### config.mk
export PLATFORM = sky130hd
export DESIGN_NAME = ahb2apb_bridge_gen2
export DESIGN_NICKNAME = d
export VERILOG_FILES = /design/src/rtl/ahb_apb_pkg.sv /design/src/rtl/ahb_apb_decoder.sv /design/src/rtl/ahb2apb_bridge_gen2.sv
export SDC_FILE = /design/constraint.sdc
export NUM_CORES = 1
export LEC_CHECK = 0
export CORE_ASPECT_RATIO = 1.2
export CORE_UTILIZATION = 45
export DETAILED_ROUTE_END_ITERATION = 10
export HOLD_SLACK_MARGIN = 0.1
export PLACE_DENSITY = 0.85
export SLEW_MARGIN = 30
export SYNTH_ARGS = -nofsm -noshare
export SYNTH_HDL_FRONTEND = slang
export SYNTH_SLANG_ARGS = --single-unit
### constraint.sdc
create_clock -name hclk -period 5.8 [get_ports hclk]
set_input_delay 0.87 -clock hclk [delete_from_list [all_inputs] [get_ports hclk]]
set_output_delay 0.87 -clock hclk [all_outputs]
set_load 0.005 [all_outputs]
### src/rtl/ahb_apb_pkg.sv
// ahb_apb_pkg: AHB transfer/response encodings and bridge FSM states shared by the bridge files
package ahb_apb_pkg;
  localparam logic [1:0] HTRANS_IDLE   = 2'b00;
  localparam logic [1:0] HTRANS_BUSY   = 2'b01;
  localparam logic [1:0] HTRANS_NONSEQ = 2'b10;
  localparam logic [1:0] HTRANS_SEQ    = 2'b11;
  localparam logic [1:0] HRESP_OKAY    = 2'b00;
  localparam logic [1:0] HRESP_ERROR   = 2'b01;
  typedef enum logic [2:0] {ST_IDLE, ST_WLATCH, ST_SETUP, ST_ACCESS, ST_ERR1, ST_ERR2} state_t;
  function automatic logic is_active(input logic [1:0] htrans);
    return htrans == HTRANS_NONSEQ || htrans == HTRANS_SEQ;
  endfunction
endpackage

### src/rtl/ahb_apb_decoder.sv
// ahb_apb_decoder: slave index to one-hot select plus decode-error flag
//   idx : slave-index field taken from haddr
//   sel : one-hot slave select, all zero on a decode error
//   err : index outside the populated slave range
module ahb_apb_decoder #(
  parameter int NUM_SLAVES = 4
) (
  input  logic [3:0]            idx,
  output logic [NUM_SLAVES-1:0] sel,
  output logic                  err
);
  always_comb begin
    err = int'(idx) >= NUM_SLAVES;
    sel = err ? '0 : NUM_SLAVES'(1) << idx;
  end
endmodule

### src/rtl/ahb2apb_bridge_gen2.sv
// ahb2apb_bridge_gen2: single-outstanding AHB-to-APB3 bridge with decode errors and access timeout
//   hclk/hresetn              : clock, synchronous active-low reset
//   hwrite/hreadyin/htrans/haddr/hwdata : AHB request side
//   hrdata/hreadyout/hresp    : registered AHB response side
//   paddr/pwrite/pwdata/penable/pselx   : registered APB request side
//   prdata/pready/pslverr     : APB completer response
module ahb2apb_bridge_gen2
  import ahb_apb_pkg::*;
#(
  parameter int ADDR_WIDTH = 32,
  parameter int DATA_WIDTH = 32,
  parameter int NUM_SLAVES = 4,
  parameter int REGION_LSB = 12,
  parameter int TIMEOUT    = 16
) (
  input  logic                  hclk,
  input  logic                  hresetn,
  input  logic                  hwrite,
  input  logic                  hreadyin,
  input  logic [1:0]            htrans,
  input  logic [ADDR_WIDTH-1:0] haddr,
  input  logic [DATA_WIDTH-1:0] hwdata,
  output logic [DATA_WIDTH-1:0] hrdata,
  output logic                  hreadyout,
  output logic [1:0]            hresp,
  output logic [ADDR_WIDTH-1:0] paddr,
  output logic                  pwrite,
  output logic [DATA_WIDTH-1:0] pwdata,
  output logic                  penable,
  output logic [NUM_SLAVES-1:0] pselx,
  input  logic [DATA_WIDTH-1:0] prdata,
  input  logic                  pready,
  input  logic                  pslverr
);
  localparam int CW = $clog2(TIMEOUT + 1);
  state_t                state;
  logic [NUM_SLAVES-1:0] sel_d;
  logic [NUM_SLAVES-1:0] sel_q;
  logic                  dec_err;
  logic                  accept;
  logic [CW-1:0]         cnt;
  ahb_apb_decoder #(.NUM_SLAVES(NUM_SLAVES)) u_dec (
    .idx(haddr[REGION_LSB+3:REGION_LSB]),
    .sel(sel_d),
    .err(dec_err)
  );
  // hreadyout is high only in IDLE and ERR2, so it doubles as the "can accept" qualifier
  assign accept = hreadyin && hreadyout && is_active(htrans);
  always_ff @(posedge hclk) begin
    if (!hresetn) begin
      state     <= ST_IDLE;
      hreadyout <= 1'b1;
      hresp     <= HRESP_OKAY;
      hrdata    <= '0;
      paddr     <= '0;
      pwrite    <= 1'b0;
      pwdata    <= '0;
      penable   <= 1'b0;
      pselx     <= '0;
      sel_q     <= '0;
      cnt       <= '0;
    end else begin
      case (state)
        ST_IDLE, ST_ERR2: begin
          state     <= ST_IDLE;
          hreadyout <= 1'b1;
          hresp     <= HRESP_OKAY;
          if (accept) begin
            paddr     <= haddr;
            pwrite    <= hwrite;
            sel_q     <= sel_d;
            hreadyout <= 1'b0;
            hresp     <= dec_err ? HRESP_ERROR : HRESP_OKAY;
            state     <= dec_err ? ST_ERR1 : hwrite ? ST_WLATCH : ST_SETUP;
            // reads skip the data-latch cycle and go straight to SETUP
            if (!dec_err && !hwrite) pselx <= sel_d;
          end
        end
        ST_WLATCH: begin
          pwdata <= hwdata;
          pselx  <= sel_q;
          state  <= ST_SETUP;
        end
        ST_SETUP: begin
          penable <= 1'b1;
          cnt     <= '0;
          state   <= ST_ACCESS;
        end
        ST_ACCESS: begin
          if (pready) begin
            pselx     <= '0;
            penable   <= 1'b0;
            hreadyout <= !pslverr;
            hresp     <= pslverr ? HRESP_ERROR : HRESP_OKAY;
            state     <= pslverr ? ST_ERR1 : ST_IDLE;
            if (!pslverr && !pwrite) hrdata <= prdata;
          end else if (cnt == CW'(TIMEOUT - 1)) begin
            // this was the TIMEOUT-th consecutive wait cycle: abandon the APB access
            pselx     <= '0;
            penable   <= 1'b0;
            hreadyout <= 1'b0;
            hresp     <= HRESP_ERROR;
            state     <= ST_ERR1;
          end else if (cnt != CW'(TIMEOUT)) begin
            cnt <= cnt + 1'b1;
          end
        end
        ST_ERR1: begin
          hreadyout <= 1'b1;
          hresp     <= HRESP_ERROR;
          state     <= ST_ERR2;
        end
        default: state <= ST_IDLE;
      endcase
    end
  end
endmodule

==> results.ini, run 1 <==
[sta]
finalClockSkew_ns=0.0106
grt_setup_unrepaired=no
timing.final.crit_share=0.441
clock.fmax_ghz=0.391
post-route-min-period_ns=2.56
setup_viol=0
worst_slew_pin_slew_ns=0.708
hold_ws_ns=0.450
finalSetupTns_ns=0
slew_viol_final=0
hold_viol=0
slew-limit-headroom=0.528

[setup_path]
path_cells=clkdlybuf4s50_1 -> nand3_1 -> or3_1 -> buf_4 -> or4_1 -> a21boi_1
path_class=primary input to flop
start_kind=primary input
cp-end-kind=flop
path_max_fanout=38
crit_family=simple AND/OR/NAND/NOR gates
critPathBufInv=2
slowest_delay_ns=0.50
crit_required_ns=6.13
cp_slowest_cell=or4_1
critical_path_arrival_ns=2.89

[pwr]
p_leak_nw=2.61
ir_drop_v=0.000198
p_per_area_nw_per_um2=305

[grt]
grt_pass1_vias=4465
antenna_found_initial=0
grt_max_degree=121
grt_usage=0.235
grt_pass1_wl_microns=19900
grt_overflow=0

[finish]
fill_cells=752
final_cell_mix=212 x nand2_1, 205 x clkdlybuf4s50_1, 116 x dfxtp_1, 82 x a21boi_0, 24 x a21boi_1
diodes=0
synthToLayoutAreaGrowth_pct=58.1
final_common_cell=nand2_1
multi_input_area_sq_um=2160
drive_gt1_frac=0.0563
nets=858
regArea_sq_um=2320

[floorplan]
core_area_sq_um=10100
num_io_pins=209
start_util=0.465
fp-row-count=40
die_h_microns=114
dieArea_sq_um=10800
die_w_microns=95.1

[synthesis]
synthCells=563
synth_seq_cells=116
yosys_warnings=0
ys_seq_area_frac=0.497
synth_cell_types=41
syn_avg_cell_area_sq_um=8.31
synth_nets=670
syn_area_sq_um=4680

[routing]
first_iter_violations=168
first_pass_iters=6
routed_wl_microns=12500
drc=0
antenna_left=0
vias=4491
viasPerCell=5.05
wl_per_cell_microns=14.0

[cts]
clockBufferDepth=2
clock-sinks=116
clkTransAtPathRegs_ns=0.05
cts_buffers=17
cts_resized=0
postCtsSetupBuffers=0
htree_levels=4
cts.hold.buffers_added=0
tritoncts=built
cts_root_buffer=clkbuf_16
worstSkewPairLatency_ns=0.40

[placed_design]
globalplace.congestion=0.801
io_buffers=206
dp_hpwl_microns=8690

[job]
cap_violations=0

[min_path]
hp-class=flop to flop

[status]
outcome=finished clean

[worst min-delay path: stages, from the launching register on]
cell,delay (ns)
dfxtp_1,0.30
nand2_1,0.05
a21boi_1,0.05
[layer usage]
metal,global-route usage,vias up,wire [microns]
met4,0.124,0,538
met5,0,-,0
li1,-,2225,-
met2,0.424,164,6480
met3,0.0767,40,717
met1,0.236,2062,4770
[cell usage after synthesis]
cell       count  area, sq um
inv_1          8         30.0
nor3_2         2         20.0
o41ai_1        1         8.76
o21ai_0        9         45.0
nand3b_2       1         11.3
o211a_1        1         10.0
nor2_1         8         30.0
a41o_1         1         10.0
nor2b_1        3         18.8
a2bb2oi_1      1         8.76
o311a_1        1         10.0
and3_1         4         25.0
o31a_1         1         8.76
a21boi_1      24          180
or4_1          1         7.51
a21oi_1        5         25.0
mux2i_1        5         50.1
or2_2          2         12.5
buf_4          1         7.51
o211ai_1       1         7.51
nor3b_1        3         22.5
nand3b_1       2         15.0
nor3_1         3         15.0
nand2_1      213          800
nor4_1         1         6.26
dfxtp_1      116         2320
nand4bb_1      2         22.5
xor2_1         1         8.76
clkbuf_1      18         67.6
ha_1           3         37.5
a21boi_0      82          616
or3_1          4         25.0
nor4bb_1       1         10.0
conb_1         1         3.75
nand3_1        4         20.0
a31oi_1        2         12.5
buf_2         22          110
o21a_1         1         7.51
nand4_1        1         6.26
nand2b_1       2         12.5
a41oi_1        1         8.76
[registers in the layout (all words and copies together), names as in the netlist]
| register | cells |
|---|---|
| hreadyout | 1 |
| hrdata | 32 |
| cnt | 5 |
| sel_q | 4 |
| hresp | 1 |
| pwdata | 32 |
| paddr | 32 |
| penable | 1 |
| pselx | 4 |
| pwrite | 1 |
| state | 3 |
[metrics by stage]
step | util | instance area [sq um] | power (mW) | cells | setup slack (ns)
after floorplan | - | 4680 | 1.01 | 563 | 3.80
after global placement | 0.670 | 6740 | 1.17 | 857 | 2.87
after detailed placement | 0.672 | 6760 | 1.18 | 858 | 2.82
after CTS | 0.734 | 7390 | 2.28 | 890 | 3.24
after global routing | 0.735 | 7390 | 2.35 | 890 | 3.13
final | 0.735 | 7390 | 2.26 | 890 | 3.24
[cell type report]
class | count | share of cell area
sequential | 116 | 0.314
multi-input combinational | 398 | 0.292
timing repair buffer | 210 | 0.283
clock buffer | 22 | 0.0641
tap | 126 | 0.0213
clock inverter | 10 | 0.0206
inverter | 8 | 0.00406
[kinds of logic after synthesis]
group           synth area share
mux                       0.0107
buf+inv                   0.0460
fa+ha+maj                0.00803
xor+xnor                 0.00187
simple gates               0.231
other cells             0.000802
compound gates             0.205
flops                      0.497
[final timing paths]
check / start / endpoint / slack, ns / cells past startpoint
max: hreadyin / sel_q[1] / 3.24 / 6
min: hrdata[20] / hrdata[20] / 0.45 / 2
max reg2reg: state[1] / hrdata[10] / 3.60 / 4
min reg2reg: hrdata[20] / hrdata[20] / 0.45 / 2
[report_power, final]
part / total, mW / leakage (nW) / switching, mW / internal [mW]
Sequential: 0.868 / 0.939 / 0.0300 / 0.838
Combinational: 0.293 / 1.36 / 0.125 / 0.168
Clock: 1.09 / 0.310 / 0.346 / 0.749
(Power assumes the default switching activity.)
==> run 2, diff against run 1 <==
--- a/config.mk
+++ b/config.mk
@@ -6,10 +6,10 @@
 export NUM_CORES = 1
 export LEC_CHECK = 0
 export CORE_ASPECT_RATIO = 1.2
-export CORE_UTILIZATION = 45
+export CORE_UTILIZATION = 38
 export DETAILED_ROUTE_END_ITERATION = 10
 export HOLD_SLACK_MARGIN = 0.1
-export PLACE_DENSITY = 0.85
+export PLACE_DENSITY = 0.77
 export SLEW_MARGIN = 30
 export SYNTH_ARGS = -nofsm -noshare
 export SYNTH_HDL_FRONTEND = slang
==> constraint.sdc (replaced) <==
create_clock -name hclk -period 2.1 [get_ports hclk]
set_input_delay 0.315 -clock hclk [delete_from_list [all_inputs] [get_ports hclk]]
set_output_delay 0.315 -clock hclk [all_outputs]
set_load 0.005 [all_outputs]
==> run 2 against run 1 <==
Setup slack worse by 3.1 ns. Largest cell class unchanged. Utilization down 11 points. Critical endpoint is now cnt[1]. Sequential power rose to 2.8 times the previous value. Critical path type is now flop to flop.
==> results.ini, run 2 (synthesis gave the netlist of run 1 again) <==
[routing]
first_pass_iters=4  ; was 6
highest_layer=met4  ; unchanged
wl_met1_microns=5010  ; was 4770 microns
vias=4514  ; was 4491
wl_per_cell_microns=13.7  ; was 14.0 microns
drc=0  ; unchanged
wl_met2_microns=6640  ; was 6480 microns
antenna_left=0  ; unchanged
first_iter_violations=182  ; was 168
wl_met3_microns=641  ; was 717 microns
routed_wl_microns=12700  ; was 12500 microns
viasPerCell=4.84  ; was 5.05

[setup_path]
cp_slowest_cell=or3_1  ; was or4_1
path_class=flop to flop  ; was primary input to flop
crit_family=simple AND/OR/NAND/NOR gates  ; unchanged
critical_path_arrival_ns=2.23  ; was 2.89 ns
crit_required_ns=2.42  ; was 6.13 ns
critPathLaunch=cnt[0]  ; was hreadyin
cp-end-kind=flop  ; unchanged
critPathBufInv=0  ; was 2
r2r_setup_slack_ns=0.19  ; was 3.60 ns
cpMostUsedCell=ha_1
path_cells=ha_1 -> and3_1 -> ha_1 -> nor2_1 -> a41oi_2 -> or3_1 -> a21boi_0  ; was clkdlybuf4s50_1 -> nand3_1 -> or3_1 -> buf_4 -> or4_1 -> a21boi_1
rr_startpoint=cnt[0]  ; was state[1]
slowest_delay_ns=0.36  ; was 0.50 ns
path_max_fanout=4  ; was 38
start_kind=flop  ; was primary input

[cts]
cts_root_buffer=clkbuf_16  ; unchanged
postCtsSetupBuffers=0  ; unchanged
clkTransAtPathRegs_ns=0.05  ; about the same
clock-sinks=116  ; unchanged
clockBufferDepth=2  ; unchanged
cts_buffers=17  ; unchanged
worstSkewPairLatency_ns=0.40  ; about the same
cts.hold.buffers_added=0  ; unchanged
tritoncts=built  ; unchanged
htree_levels=4  ; unchanged

[grt]
antenna_found_initial=0  ; unchanged
grt_usage=0.200  ; was 0.235
grt_pass1_vias=4315  ; was 4465
grt_overflow=0  ; unchanged
grt_max_degree=121  ; unchanged
grt_pass1_wl_microns=19600  ; was 19900 microns

[sta]
hold_viol=0  ; unchanged
setup_viol=0  ; unchanged
post-route-min-period_ns=1.91
clock.fmax_ghz=0.523
finalClockSkew_ns=0.00955  ; was 0.0106 ns
grt_setup_unrepaired=no  ; unchanged
worst_slew_pin_slew_ns=0.606  ; was 0.708 ns
fin_ws_ns=0.189  ; was 3.24 ns
timing.final.crit_share=0.910
slew_viol_final=0  ; unchanged
slew-limit-headroom=0.596  ; was 0.528

[floorplan]
die_h_microns=124  ; was 114 microns
start_util=0.388  ; was 0.465
num_io_pins=209  ; unchanged
core_area_sq_um=12100  ; was 10100 sq um
die_w_microns=103  ; was 95.1 microns
dieArea_sq_um=12800  ; was 10800 sq um
fp-row-count=44  ; was 40

[finish]
fin_area_sq_um=7480  ; was 7390 sq um
nets=866  ; was 858
diodes=0  ; unchanged
final_cell_mix=213 x nand2_1, 205 x clkdlybuf4s50_1, 116 x dfxtp_1, 82 x a21boi_0, 24 x a21boi_1  ; was 212 x nand2_1, 205 x clkdlybuf4s50_1, 116 x dfxtp_1, 82 x a21boi_0, 24 x a21boi_1
final_common_cell=nand2_1  ; unchanged
synthToLayoutAreaGrowth_pct=60.1  ; was 58.1%
drive_gt1_frac=0.0649  ; was 0.0563
largestRegisters=hrdata: 32 flops, paddr: 32 flops, pwdata: 32 flops  ; unchanged
fill_cells=986  ; was 752

[min_path]
worstHoldStart=hresetn  ; was hrdata[20]
hp-class=primary input to flop  ; was flop to flop

[pwr]
p_per_area_nw_per_um2=812  ; was 305 nW/um^2
p_leak_nw=2.63  ; was 2.61 nW
ir_drop_v=0.000457  ; was 0.000198 V

[job]
cap_violations=0  ; unchanged

[placed_design]
placed_area_sq_um=6890  ; was 6760 sq um
io_buffers=206  ; unchanged
dp_hpwl_microns=8850  ; was 8690 microns
globalplace.congestion=0.794  ; was 0.801
place_ws_ns=-0.0224  ; was 2.82 ns

[status]
outcome=finished clean  ; unchanged

## run 2: changes by cell type in the layout (fill, tap and decap cells not counted), sizes merged
cell	previous run	this run
clkinvlp	1	2
clkinv	5	6
buf	5	13
clkbuf	22	20
bufinv	4	3
## run 2: worst register-to-register path, stage by stage, from the launching register on
cell	delay, ns
dfxtp_1	0.33
ha_1	0.22
and3_1	0.18
ha_1	0.18
nor2_1	0.21
a41oi_2	0.19
or3_1	0.36
a21boi_0	0.17
## run 2: through the flow
stage               hold slack (ns)  utilization  std cells  power [mW]  setup TNS, ns
floorplan                     0.435            -        563        2.78              0
global placement              0.439        0.572        901        3.26        -0.0132
detailed placement            0.444        0.572        901        3.28        -0.0224
CTS                           0.424        0.620        932        6.15              0
global route                  0.461        0.621        932        6.35              0
finish                        0.430        0.621        932        6.08              0
## run 2: final timing paths
| check | to | cells past startpoint |
|---|---|---|
| worst max-delay path | cnt[1] | 7 |
| worst min-delay path | hreadyout | 3 |
| worst max register to register | cnt[1] | 7 |
| worst min register to register | pwdata[31] | 2 |
## run 2: final cells by class
cell class | count | area (sq um) | area share
sequential | 116 | 2320 | 0.310
clock inverter | 11 | 135 | 0.0181
multi-input combinational | 398 | 2160 | 0.289
timing repair buffer | 218 | 2180 | 0.292
clock buffer | 20 | 447 | 0.0597
inverter | 8 | 30.0 | 0.00401
tap | 161 | 201 | 0.0269
## run 2: what timing repair did
item                       4_1_cts  5_1_grt
setup endpoints to repair        0        5
hold endpoints to repair         0        0
resized for setup                0        2
## run 2: power by group
part           internal (mW)  total, mW  switching [mW]
clock                   1.87       2.84           0.963
sequential              2.32       2.39          0.0786
combinational          0.488      0.849           0.361
## run 2: metal layers
metal  track usage  vias to the layer above
li1              -                     2239
met1         0.207                     2085
met2         0.357                      156
met3        0.0571                       34
met4         0.112                        0
met5             0                        -
